## src/rtl/nes_poll_scheduler.sv

```systemverilog
// rtl/nes_poll_scheduler.sv - periodic two-pad NES scan sequencer with APB3 register front-end
module nes_poll_scheduler #(
    parameter int HALF_TICKS = 300,
    parameter int POLL_TICKS = 833333
) (
    input  logic        PCLK,
    input  logic        PRESERN,
    input  logic        PSEL,
    input  logic        PENABLE,
    input  logic        PWRITE,
    input  logic [31:0] PADDR,
    input  logic [31:0] PWDATA,
    output logic [31:0] PRDATA,
    output logic        PREADY,
    output logic        PSLVERR,
    output logic        nes_latch,
    output logic        nes_clock,
    input  logic        nes_data1,
    input  logic        nes_data2,
    output logic        irq
);
    localparam int TW = $clog2(2 * HALF_TICKS);
    localparam int PW = $clog2(POLL_TICKS);
    localparam logic [TW-1:0] HALF_LAST  = TW'(HALF_TICKS - 1);
    localparam logic [TW-1:0] LATCH_LAST = TW'(2 * HALF_TICKS - 1);
    localparam logic [PW-1:0] POLL_LAST  = PW'(POLL_TICKS - 1);

    typedef enum logic [2:0] {S_IDLE, S_LATCH, S_LOW, S_HIGH, S_DONE} state_t;

    state_t        state, state_n;
    logic [TW-1:0] tick, tick_n;
    logic [2:0]    bit_idx, bit_n;
    logic          sample_en, start;
    logic [PW-1:0] poll_cnt;
    logic          pending;
    logic [1:0]    sync1, sync2;
    logic [7:0]    shift1, shift2, pad1, pad2, poll_count;
    logic [15:0]   press, press_set, press_clr;
    logic          ctrl_enable, ctrl_irq_en;
    logic          wr_en, rd_setup, poll_req, timer_wrap, busy;
    logic [4:0]    addr;
    logic [31:0]   rd_data;
    logic          unused_bits;

    assign PREADY      = 1'b1;
    assign PSLVERR     = 1'b0;
    assign addr        = PADDR[4:0];
    assign wr_en       = PSEL & PENABLE & PWRITE;
    assign rd_setup    = PSEL & ~PENABLE & ~PWRITE;
    assign poll_req    = wr_en && (addr == 5'h0C) && PWDATA[2];
    assign timer_wrap  = (poll_cnt == POLL_LAST);
    assign busy        = (state != S_IDLE) | pending;
    assign unused_bits = ^PWDATA[31:16] ^ ^PADDR[31:5];

    always_ff @(posedge PCLK or negedge PRESERN) begin
        if (!PRESERN) begin
            sync1 <= '0;
            sync2 <= '0;
        end else begin
            sync1 <= {sync1[0], nes_data1};
            sync2 <= {sync2[0], nes_data2};
        end
    end

    always_ff @(posedge PCLK or negedge PRESERN) begin
        if (!PRESERN) begin
            poll_cnt <= '0;
            pending  <= 1'b0;
        end else begin
            poll_cnt <= timer_wrap ? '0 : poll_cnt + 1'b1;
            // A request landing on the consuming cycle is kept for the following scan
            pending  <= (pending & ~start) | (timer_wrap & ctrl_enable) | poll_req;
        end
    end

    always_comb begin
        state_n   = state;
        tick_n    = tick + 1'b1;
        bit_n     = bit_idx;
        sample_en = 1'b0;
        start     = 1'b0;
        case (state)
            S_IDLE: begin
                tick_n = '0;
                if (pending) begin
                    start   = 1'b1;
                    state_n = S_LATCH;
                end
            end
            S_LATCH: begin
                if (tick == LATCH_LAST) begin
                    tick_n  = '0;
                    bit_n   = '0;
                    state_n = S_LOW;
                end
            end
            S_LOW: begin
                if (tick == HALF_LAST) begin
                    tick_n    = '0;
                    sample_en = 1'b1;
                    state_n   = (bit_idx == 3'd7) ? S_DONE : S_HIGH;
                end
            end
            S_HIGH: begin
                if (tick == HALF_LAST) begin
                    tick_n  = '0;
                    bit_n   = bit_idx + 1'b1;
                    state_n = S_LOW;
                end
            end
            S_DONE: begin
                tick_n  = '0;
                state_n = S_IDLE;
            end
            default: begin
                tick_n  = '0;
                state_n = S_IDLE;
            end
        endcase
    end

    // Pad lines are registered from the next state so they track it without decode glitches
    always_ff @(posedge PCLK or negedge PRESERN) begin
        if (!PRESERN) begin
            state     <= S_IDLE;
            tick      <= '0;
            bit_idx   <= '0;
            nes_latch <= 1'b0;
            nes_clock <= 1'b0;
        end else begin
            state     <= state_n;
            tick      <= tick_n;
            bit_idx   <= bit_n;
            nes_latch <= (state_n == S_LATCH);
            nes_clock <= (state_n == S_HIGH);
        end
    end

    always_ff @(posedge PCLK or negedge PRESERN) begin
        if (!PRESERN) begin
            shift1 <= '0;
            shift2 <= '0;
        end else if (sample_en) begin
            shift1[bit_idx] <= ~sync1[1];
            shift2[bit_idx] <= ~sync2[1];
        end
    end

    assign press_set = (state == S_DONE) ? {shift2 & ~pad2, shift1 & ~pad1} : 16'h0000;
    assign press_clr = (wr_en && addr == 5'h08) ? PWDATA[15:0] : 16'h0000;

    always_ff @(posedge PCLK or negedge PRESERN) begin
        if (!PRESERN) begin
            pad1        <= '0;
            pad2        <= '0;
            press       <= '0;
            poll_count  <= '0;
            ctrl_enable <= 1'b0;
            ctrl_irq_en <= 1'b0;
            irq         <= 1'b0;
        end else begin
            press <= (press & ~press_clr) | press_set;
            if (state == S_DONE) begin
                pad1       <= shift1;
                pad2       <= shift2;
                poll_count <= poll_count + 1'b1;
            end
            if (wr_en && addr == 5'h0C) begin
                ctrl_enable <= PWDATA[0];
                ctrl_irq_en <= PWDATA[1];
            end
            irq <= ctrl_irq_en & (|press);
        end
    end

    always_comb begin
        rd_data = '0;
        case (addr)
            5'h00:   rd_data[7:0]  = pad1;
            5'h04:   rd_data[7:0]  = pad2;
            5'h08:   rd_data[15:0] = press;
            5'h0C:   rd_data[1:0]  = {ctrl_irq_en, ctrl_enable};
            5'h10:   rd_data[8:0]  = {busy, poll_count};
            default: rd_data       = '0;
        endcase
    end

    always_ff @(posedge PCLK or negedge PRESERN) begin
        if (!PRESERN)
            PRDATA <= '0;
        else if (rd_setup)
            PRDATA <= rd_data;
    end
endmodule

```

## config.mk

```make
export PLATFORM = sky130hd
export DESIGN_NAME = nes_poll_scheduler
export DESIGN_NICKNAME = d
export VERILOG_FILES = /design/src/rtl/nes_poll_scheduler.sv
export SDC_FILE = /design/constraint.sdc
export NUM_CORES = 1
export LEC_CHECK = 0
export CORE_MARGIN = 5
export CORE_UTILIZATION = 50
export CTS_CLUSTER_DIAMETER = 150
export CTS_CLUSTER_SIZE = 16
export DETAILED_ROUTE_END_ITERATION = 7
export PLACE_DENSITY = 0.78
export SYNTH_ARGS = -nofsm -noshare
export SYNTH_HDL_FRONTEND = slang
export SYNTH_SLANG_ARGS = --single-unit
```

## constraint.sdc

```tcl
create_clock -name PCLK -period 2.7 [get_ports PCLK]
set_input_delay 0.54 -clock PCLK [delete_from_list [all_inputs] [get_ports PCLK]]
set_output_delay 0.54 -clock PCLK [all_outputs]
set_load 0.02 [all_outputs]
```

; After elaboration in Yosys (flattened, before gate mapping)
; Index checks and enable logic that the tools add are counted.
[totals]
register_bits = 118
elab_cells = 101
[op_classes]
add_sub_neg = 4
n_lt_le_gt_ge = 2
n_eq_ne = 16
mux = 27
bitwise_logic = 22
reduce_logical = 11
[ops]
columns = op, n
row1 = $mux W16, 2
row2 = $pmux W6 S4, 1
row3 = $mux W3, 7
row4 = $add A20 B1 Y20 const B, 1
row5 = $eq A20 B20 Y1 const B, 1
row6 = $mux W10, 2
row7 = $mux W20, 1
row8 = $pmux W10 S2, 1
row9 = $and A16 B16 Y16, 1
row10 = $and A8 B8 Y8, 2
row11 = $bwmux W8, 2
row12 = $not A16 Y16, 1
row13 = $not A8 Y8, 2
row14 = $or A16 B16 Y16, 1
row15 = $reduce_or A16 Y1, 1
row16 = $pmux W3 S4, 1
row17 = $add A10 B1 Y10 const B, 1
row18 = $eq A10 B10 Y1 const B, 1
row19 = $eq A10 B9 Y1 const B, 1
row20 = $eq A5 B4 Y1 const B, 2
row21 = $pmux W2 S5, 1
row22 = $eq A3 B2 Y1 const B, 3
row23 = $add A8 B1 Y8 const B, 1
row24 = $and A1 B1 Y1, 7
row25 = other kinds (22), 38

; Logic depth before layout (Yosys ltp)
; Gate-level depths: netlist of run 1.
[depth]
ltp_word = 7
depth_mapped = 6

; Least setup slack after synthesis of run 1
; Ideal clock, no wire load.
[synth_timing]
path_kind = input port to flip-flop
from = input PADDR[1]
to = register ctrl_enable
setup_time_ns = 0.125
arrival_time_ns = 1.905
t_required_ns = 2.575
slack_ns = 0.670
path_stages = 3
path_cell_list = or4b_2 -> nor3_1 -> mux2_2
[synth_via]
elab_chain_cells = 2
[synth_rtl]
columns = item, line_no
row1 = from (decl), 11  ; input logic [31:0] PADDR,
row2 = $eq A5 B4 Y1, 168  ; if (wr_en && addr == 5'h0C) begin
row3 = $logic_and A1 B1 Y1, 168
row4 = to (signal assigned), 169  ; ctrl_enable <= PWDATA[0];
row5 = to (decl), 39  ; logic ctrl_enable, ctrl_irq_en;
; Every way passes these cells.
; A chain may end at the register's enable or synchronous reset.

; Worst setup path after layout of run 1
[layout_timing]
from = register PRDATA[7]
to = output PRDATA[7]
[layout_lines]
columns = item, line_no
row1 = from (decl), 13  ; output logic [31:0] PRDATA,
row2 = from (signal assigned), 192  ; PRDATA <= rd_data;
; No word-level cell between the ends.

==> impl_results.md, run 1 <==
* Worst-path cell chain: clkdlybuf4s50_1
* Fmax achieved at roughly 0.49 GHz
* Run status: finished clean
* Hold/Removal Path Class: reg2reg
* Post-Place Worst Slack at 0.1731 ns
* Synth unique cells at 53
* Vias in the first global route at between 4000 and 5000
* Filler cells at between 800 and 900
* Sequential Power Share at 0.408
* Residual DRC at 0
* Slowest stage cell, crit path: clkdlybuf4s50_1
* Share of post-route cells with drive strength above 1 at 0.09462
* Antenna diodes at 0
* Max Slew Vio Count at 0
* Starting Density at 0.5094
* Net Sw Frac at 0.2123
* DR iter-0 viols at 286
* Core area at between 10000 and 15000 um2
* Total Routing Usage GR at 0.1952
* WP buf/inv at 1
* Clock Path Buffers at 2
* Vias at a little over 4000
* Area added between synthesis and finish at 22.64%
* Yosys warnings at 0
* Largest net degree at the start of global routing at 64
* # port buffers at between 40 and 50
* Overflow after GRT at 0
* Final setup vio count at 0
* Register area share after synthesis at 0.5371
* Nets at approximately 680
* Die area at 13190 um2
* Crit-path max FO at 2
* Final Util at 0.6247
* Setup Skew at a little under 0.007 ns
* Post-CTS Setup Bufs at 0
* Gpl congestion at roughly 0.9
* Worst setup margin at approximately 0.66 ns
* Clock power share at 0.540
* Setup_tns at 0 ns
* WP data required at roughly 2.2 ns
* Hold slack final at between 0.3 and 0.4 ns
* Critical path startpoint category: flip-flop
* Clock transition at path regs at 0.06 ns
* Register-to-register setup slack at 0.71 ns
* Final wirelength at 12180 um
* Worst Setup SP: PRDATA[7]
* Crit Path Category: reg2out
* Per-cell routed wire length at approximately 16 um
* First-pass GRT wire length at 20130 um
* DP Area at between 6000 and 7000 um2
* Largest delay share family, worst path: buffers and inverters
* Clock sink total at 118
* Initial antenna violation count at 0
* Avg Cell Area, Syn at 10.16 um2
* Die height at 114.9 um
* Post-Synthesis Cells at approximately 540
* Worst-skew pair later-pin latency at about 0.52 ns
* Worst-Margin Slew at approximately 0.65 ns
* Min Tclk post-route at ~2.0 ns
* Psw at 945.0 uW
* Count of final hold-check violations at 0
* Clock root buffer: clkbuf_8
* Synthesized cell area at around 5500 um2
* Max Cap Viol at 0
* Leakage at just over 3 nW
* CTS tree: built
* Seq cells post-synth at 118
* Comb pwr share at 0.052
* Ports at approximately 110
* Critical path capture point type: output port
* RSZ-0062 raised after global routing: false
* DRT Pass-1 Iters at 5
* P_int at 3.506 mW
* Site Rows at 38
* Vias/cell at ~5.5
* Total CTS buffers at 17
* Fin area at between 6000 and 7000 um2
* Slew HR at 0.5645
* Cell Pwr Density at about 660 nW/um2
* Clock H-tree levels at 4
* HPWL after detailed placement at around 8500 um
* FF-to-FF Start: tick[2]
* CP max stage delay at about 0.62 ns
* Antenna violation net count after detailed routing at 0
* VDD IR-drop max at roughly 0.4 mV
* Chip width at approximately 110 um
* Period utilization at 0.7571
* Worst Hold Launch: sync2[0]
* Arrival time of the worst setup path at approximately 1.5 ns
-- registers in the layout, summed over array words and instances, names as in the netlist --
register     count
bit_idx          3
press           16
PRDATA          16
sync2            2
ctrl_irq_en      1
state            3
pad1             8
poll_count       8
tick            10
nes_latch        1
shift2           8
shift1           8
irq              1
sync1            2
ctrl_enable      1
nes_clock        1
poll_cnt        20
pending          1
pad2             8
-- power by group through the flow --
stage | Sequential, mW | Clock (mW) | Combinational (mW)
finish | 1.82 | 2.40 | 0.231
floorplan | 1.86 | 0 | 0.0950
CTS | 1.82 | 2.43 | 0.234
global placement | 1.85 | 0 | 0.229
global route | 1.82 | 2.52 | 0.255
detailed placement | 1.85 | 0 | 0.232
-- layout by cell type, fill, tap and decap left out, types with 16 or more instances in the layout --
cell             synthesis  final
a32o_1                  16     16
clkbuf_16                0     16
clkdlybuf4s50_1          0     45
conb_1                   2     18
dfrtp_1                118    118
inv_1                   36     36
nand2_1                 67     67
nand3_1                 25     25
nor2_1                  40     40
o21ai_0                 30     30
xnor2_1                 17     17
-- cell type report --
cell class | count | area, um2 | share of cell area
multi-input cells | 368 | 2273 | 0.3372
flip-flops and latches | 118 | 2953 | 0.4379
clock buffers | 19 | 431.7 | 0.06402
well taps | 140 | 175.2 | 0.02598
clock inverters | 13 | 203.9 | 0.03025
repair buffers | 59 | 570.5 | 0.08462
inverters | 36 | 135.1 | 0.02004
-- logic make-up after synthesis --
group | after synthesis | share of synthesized area
and+or+nand+nor | 213 | 0.2019
DFF | 118 | 0.5371
other | 2 | 0.001366
AOI/OAI and AO/OA | 83 | 0.1029
buffers and inverters | 71 | 0.06236
xor gates and xnor gates | 31 | 0.04939
muxes | 17 | 0.03141
adders and majority gates | 6 | 0.01365
-- timing repair --
item                                   CTS  global route
hold buffers                             1             0
gates resized for setup                  0             0
endpoints found under the hold margin   30             0
-- Yosys cell counts (all sizes together) --
| master | instances | area, um2 |
|---|---|---|
| a21o | 1 | 8.760 |
| a21oi | 10 | 50.05 |
| a221oi | 7 | 61.31 |
| a22o | 3 | 26.28 |
| a22oi | 1 | 7.510 |
| a31oi | 5 | 31.28 |
| a32o | 16 | 160.2 |
| a41oi | 1 | 8.760 |
| and2 | 2 | 12.51 |
| and3 | 11 | 68.82 |
| and3b | 1 | 8.760 |
| and4 | 4 | 35.03 |
| buf | 20 | 151.4 |
| clkbuf | 15 | 56.30 |
| conb | 2 | 7.510 |
| dfrtp | 118 | 2953 |
| ha | 6 | 75.07 |
| inv | 36 | 135.1 |
| mux2 | 2 | 22.52 |
| mux2i | 15 | 150.1 |
| nand2 | 67 | 251.5 |
| nand2b | 2 | 12.51 |
| nand3 | 25 | 125.1 |
| nand3b | 1 | 7.510 |
| nand4 | 13 | 87.58 |
| nand4b | 1 | 8.760 |
| nor2 | 40 | 150.1 |
| nor2b | 7 | 43.79 |
| nor3 | 11 | 60.06 |
| nor3b | 3 | 27.52 |
| nor4 | 11 | 90.08 |
| nor4b | 2 | 17.52 |
| nor4bb | 1 | 10.01 |
| o211ai | 1 | 7.510 |
| o21ai | 30 | 150.1 |
| o21bai | 1 | 7.510 |
| o22ai | 6 | 37.54 |
| o32ai | 1 | 8.760 |
| or3 | 4 | 30.03 |
| or3b | 2 | 17.52 |
| or4 | 2 | 15.01 |
| or4b | 3 | 30.03 |
| xnor2 | 17 | 148.9 |
| xor2 | 14 | 122.6 |
-- path summary, 6_finish.rpt --
kind | depth (start not counted) | endpoint
worst max-delay path | 1 | PRDATA[7]
worst min-delay path | 0 | sync2[1]
worst max register to register | 4 | tick[5]
worst min register to register | 0 | sync2[1]
max in group asynchronous | 3 | press[10]
min in group asynchronous | 2 | tick[2]
-- per-stage QoR --
stage,power [mW],cells
floorplan,1.959,557
global placement,2.075,720
detailed placement,2.080,720
CTS,4.478,753
global route,4.593,753
finish,4.451,753
-- per-layer routing --
layer | vias up | share of wire | global-route usage
met1 | 2041 | 0.43 | 0.2459
met4 | 0 | 0.019 | 0.06886
li1 | 1992 | - | -
met2 | 99 | 0.50 | 0.3252
met5 | - | 0 | 0
met3 | 20 | 0.051 | 0.05316
(Power assumes the default switching activity.)
==> run 2: changes to the inputs <==
CORE_UTILIZATION = 47   (was 50)
PLACE_DENSITY = 0.77   (was 0.78)
clock period = 1.8 ns   (was 2.7 ns; I/O delays follow)
==> impl_results.md, run 2 (synthesized netlist as in run 1, its figures left out) <==
* Run status: finished, violations left
* Residual DRC at 0
* Final setup vio count at 14
* Total power at 6.764 mW
* Total CTS buffers at 17
* CTS tree: built
* Highest-count cells in the layout ignoring fill and taps: 118 x dfrtp_1, 67 x nand2_1, 45 x clkdlybuf4s50_1
* Clock Path Buffers at 2
* # port buffers at 46
* Period utilization at 1.029
* Setup Skew at between 0.007 and 0.008 ns
* Worst-skew pair later-pin latency at between 0.4 and 0.5 ns
* Leakage at about 3.2 nW
* Met1 GRT Util at 0.2565
* Antenna diodes at 0
* Biggest regs: poll_cnt (20), PRDATA (16), press (16)
* Finished Layout Cells at between 700 and 800
* Crit-path max FO at 10
* Chip width at between 100 and 150 um
* Initial antenna violation count at 0
* Worst setup margin at -0.05230 ns
* Largest net degree at the start of global routing at ~50
* WP data required at roughly 2.2 ns
* Clock H-tree levels at 4
* Vias/cell at between 5 and 6
* Arrival time of the worst setup path at approximately 2.2 ns
* Area added between synthesis and finish at 28.24%
* Fin area at a little over 7000 um2
* First-pass GRT wire length at between 20000 and 25000 um
* DR iter-0 viols at around 330
* Clock root buffer: clkbuf_16
* Filler cells at 889
* GRT met2 Usage at 0.3231
* Clock sink total at 118
* Crit Path Category: reg2reg
* Gpl congestion at 0.8791
* Reg2reg end: pending
* Critical path startpoint category: flip-flop
* Hold slack final at about 0.35 ns
* Failing checks: negative setup slack
* Hold/Removal Path Class: reg2reg
* Busiest grt layer: met2
* Post-CTS Setup Bufs at 0
* Vias at between 4000 and 5000
* GRT met3 Usage at 0.04823
* Critical path capture point type: flip-flop
* Setup_tns at -0.5271 ns
* Clock transition at path regs at roughly 0.05 ns
* Die area at roughly 14000 um2
* Final wirelength at between 10000 and 15000 um
* Placed cell count at 751
* Overflow after GRT at 0
* RSZ-0062 raised after global routing: true
* Site Rows at 39
* Cell Pwr Density at between 900 and 1000 nW/um2
* HPWL after detailed placement at between 9000 and 10000 um
* Hold EP: sync2[1]
* Max reg flops at 20
* Min Tclk post-route at 1.852 ns
* DRT Pass-1 Iters at 7
* Count of final hold-check violations at 0
* Max Cap Viol at 0
* Most flops, register: poll_cnt
* Nets at 705
* Worst Hold Launch: sync2[0]
* Register-to-register setup slack at -0.05 ns
* Hold path depth at 0
* Per-cell routed wire length at 16.84 um
* Reg2Reg Depth at 5
* Ports at ~110
* Max Slew Vio Count at 0
* VDD IR-drop max at roughly 0.6 mV
* Worst-Margin Slew at between 0.5 and 0.6 ns
* Most common cell after layout, fill and taps aside: dfrtp_1
* Share of post-route cells with drive strength above 1 at 0.1451
* Fmax achieved at between 0.5 and 0.6 GHz
* DP Area at approximately 6300 um2
* Starting Density at 0.4815
* Vias in the first global route at ~4500
* Slew HR at 0.6309
* Core area at roughly 11000 um2
* Total Routing Usage GR at 0.1964
* FF-to-FF Start: poll_cnt[14]
* Die height at 118.2 um
* Antenna violation net count after detailed routing at 0
==> run 2: changes by cell type in the layout (fill, tap and decap cells not counted), sizes merged <==
cell    before  now
buf         13   41
clkinv       7    3
clkbuf      19   23
==> run 2: stage by stage <==
| step | setup slack (ns) | utilization |
|---|---|---|
| 3_5_place_dp | -0.4024 | 0.5557 |
| 2_1_floorplan | 0.01087 | - |
| 3_3_place_gp | -0.3531 | 0.5557 |
| 4_1_cts | -0.02482 | 0.6132 |
| 5_1_grt | -0.1425 | 0.6175 |
| 6_report | -0.05230 | 0.6175 |
==> run 2: area by class of cell <==
class                           instances  area (um2)  area share
Tap cell                              143       178.9     0.02538
Sequential cell                       118        2953      0.4188
Clock inverter                          9       172.7     0.02449
Timing Repair Buffer                   87       813.3      0.1154
Clock buffer                           23       467.9     0.06637
Inverter                               36       135.1     0.01917
Multi-Input combinational cell        368        2330      0.3304
==> run 2: power breakdown <==
group / total, mW / switching, mW / internal (mW)
Combinational: 0.381 / 0.215 / 0.166
Sequential: 2.73 / 0.0307 / 2.70
Clock: 3.66 / 1.14 / 2.52
==> run 2: worst max-delay path by stage <==
stage	from	endpoint	slack, ns	depth (start not counted)
2_1_floorplan	poll_cnt[14]	poll_cnt[10]	0.01	5
3_3_place_gp	PADDR[1]	ctrl_enable	-0.35	4
3_5_place_dp	PADDR[0]	ctrl_enable	-0.40	4
4_1_cts	poll_cnt[14]	pending	-0.02	5
5_1_grt	poll_cnt[14]	pending	-0.14	5
6_report	poll_cnt[14]	pending	-0.05	5
==> run 2: timing repair <==
action | 4_1_cts | 5_1_grt
pin swaps | 0 | 3
gates resized for setup | 2 | 13
hold endpoints to repair | 22 | 0
endpoints found under the setup margin | 20 | 55
hold buffers | 1 | 0
==> run 2: worst max-delay path, stage by stage, from the launching register on <==
cell and delay [ns]:
dfrtp_1 0.40, or4b_1 0.53, or3_4 0.36, nor4_4 0.19, buf_6 0.19, a21o_2 0.13
==> run 2: routing by layer <==
| metal | part of all wire | wire length (um) | up-vias |
|---|---|---|---|
| met1 | 0.42 | 5540 | 2145 |
| li1 | - | - | 2045 |
| met4 | 0.017 | 222 | 0 |
| met2 | 0.51 | 6686 | 138 |
| met5 | 0 | 0 | - |
| met3 | 0.057 | 750 | 21 |
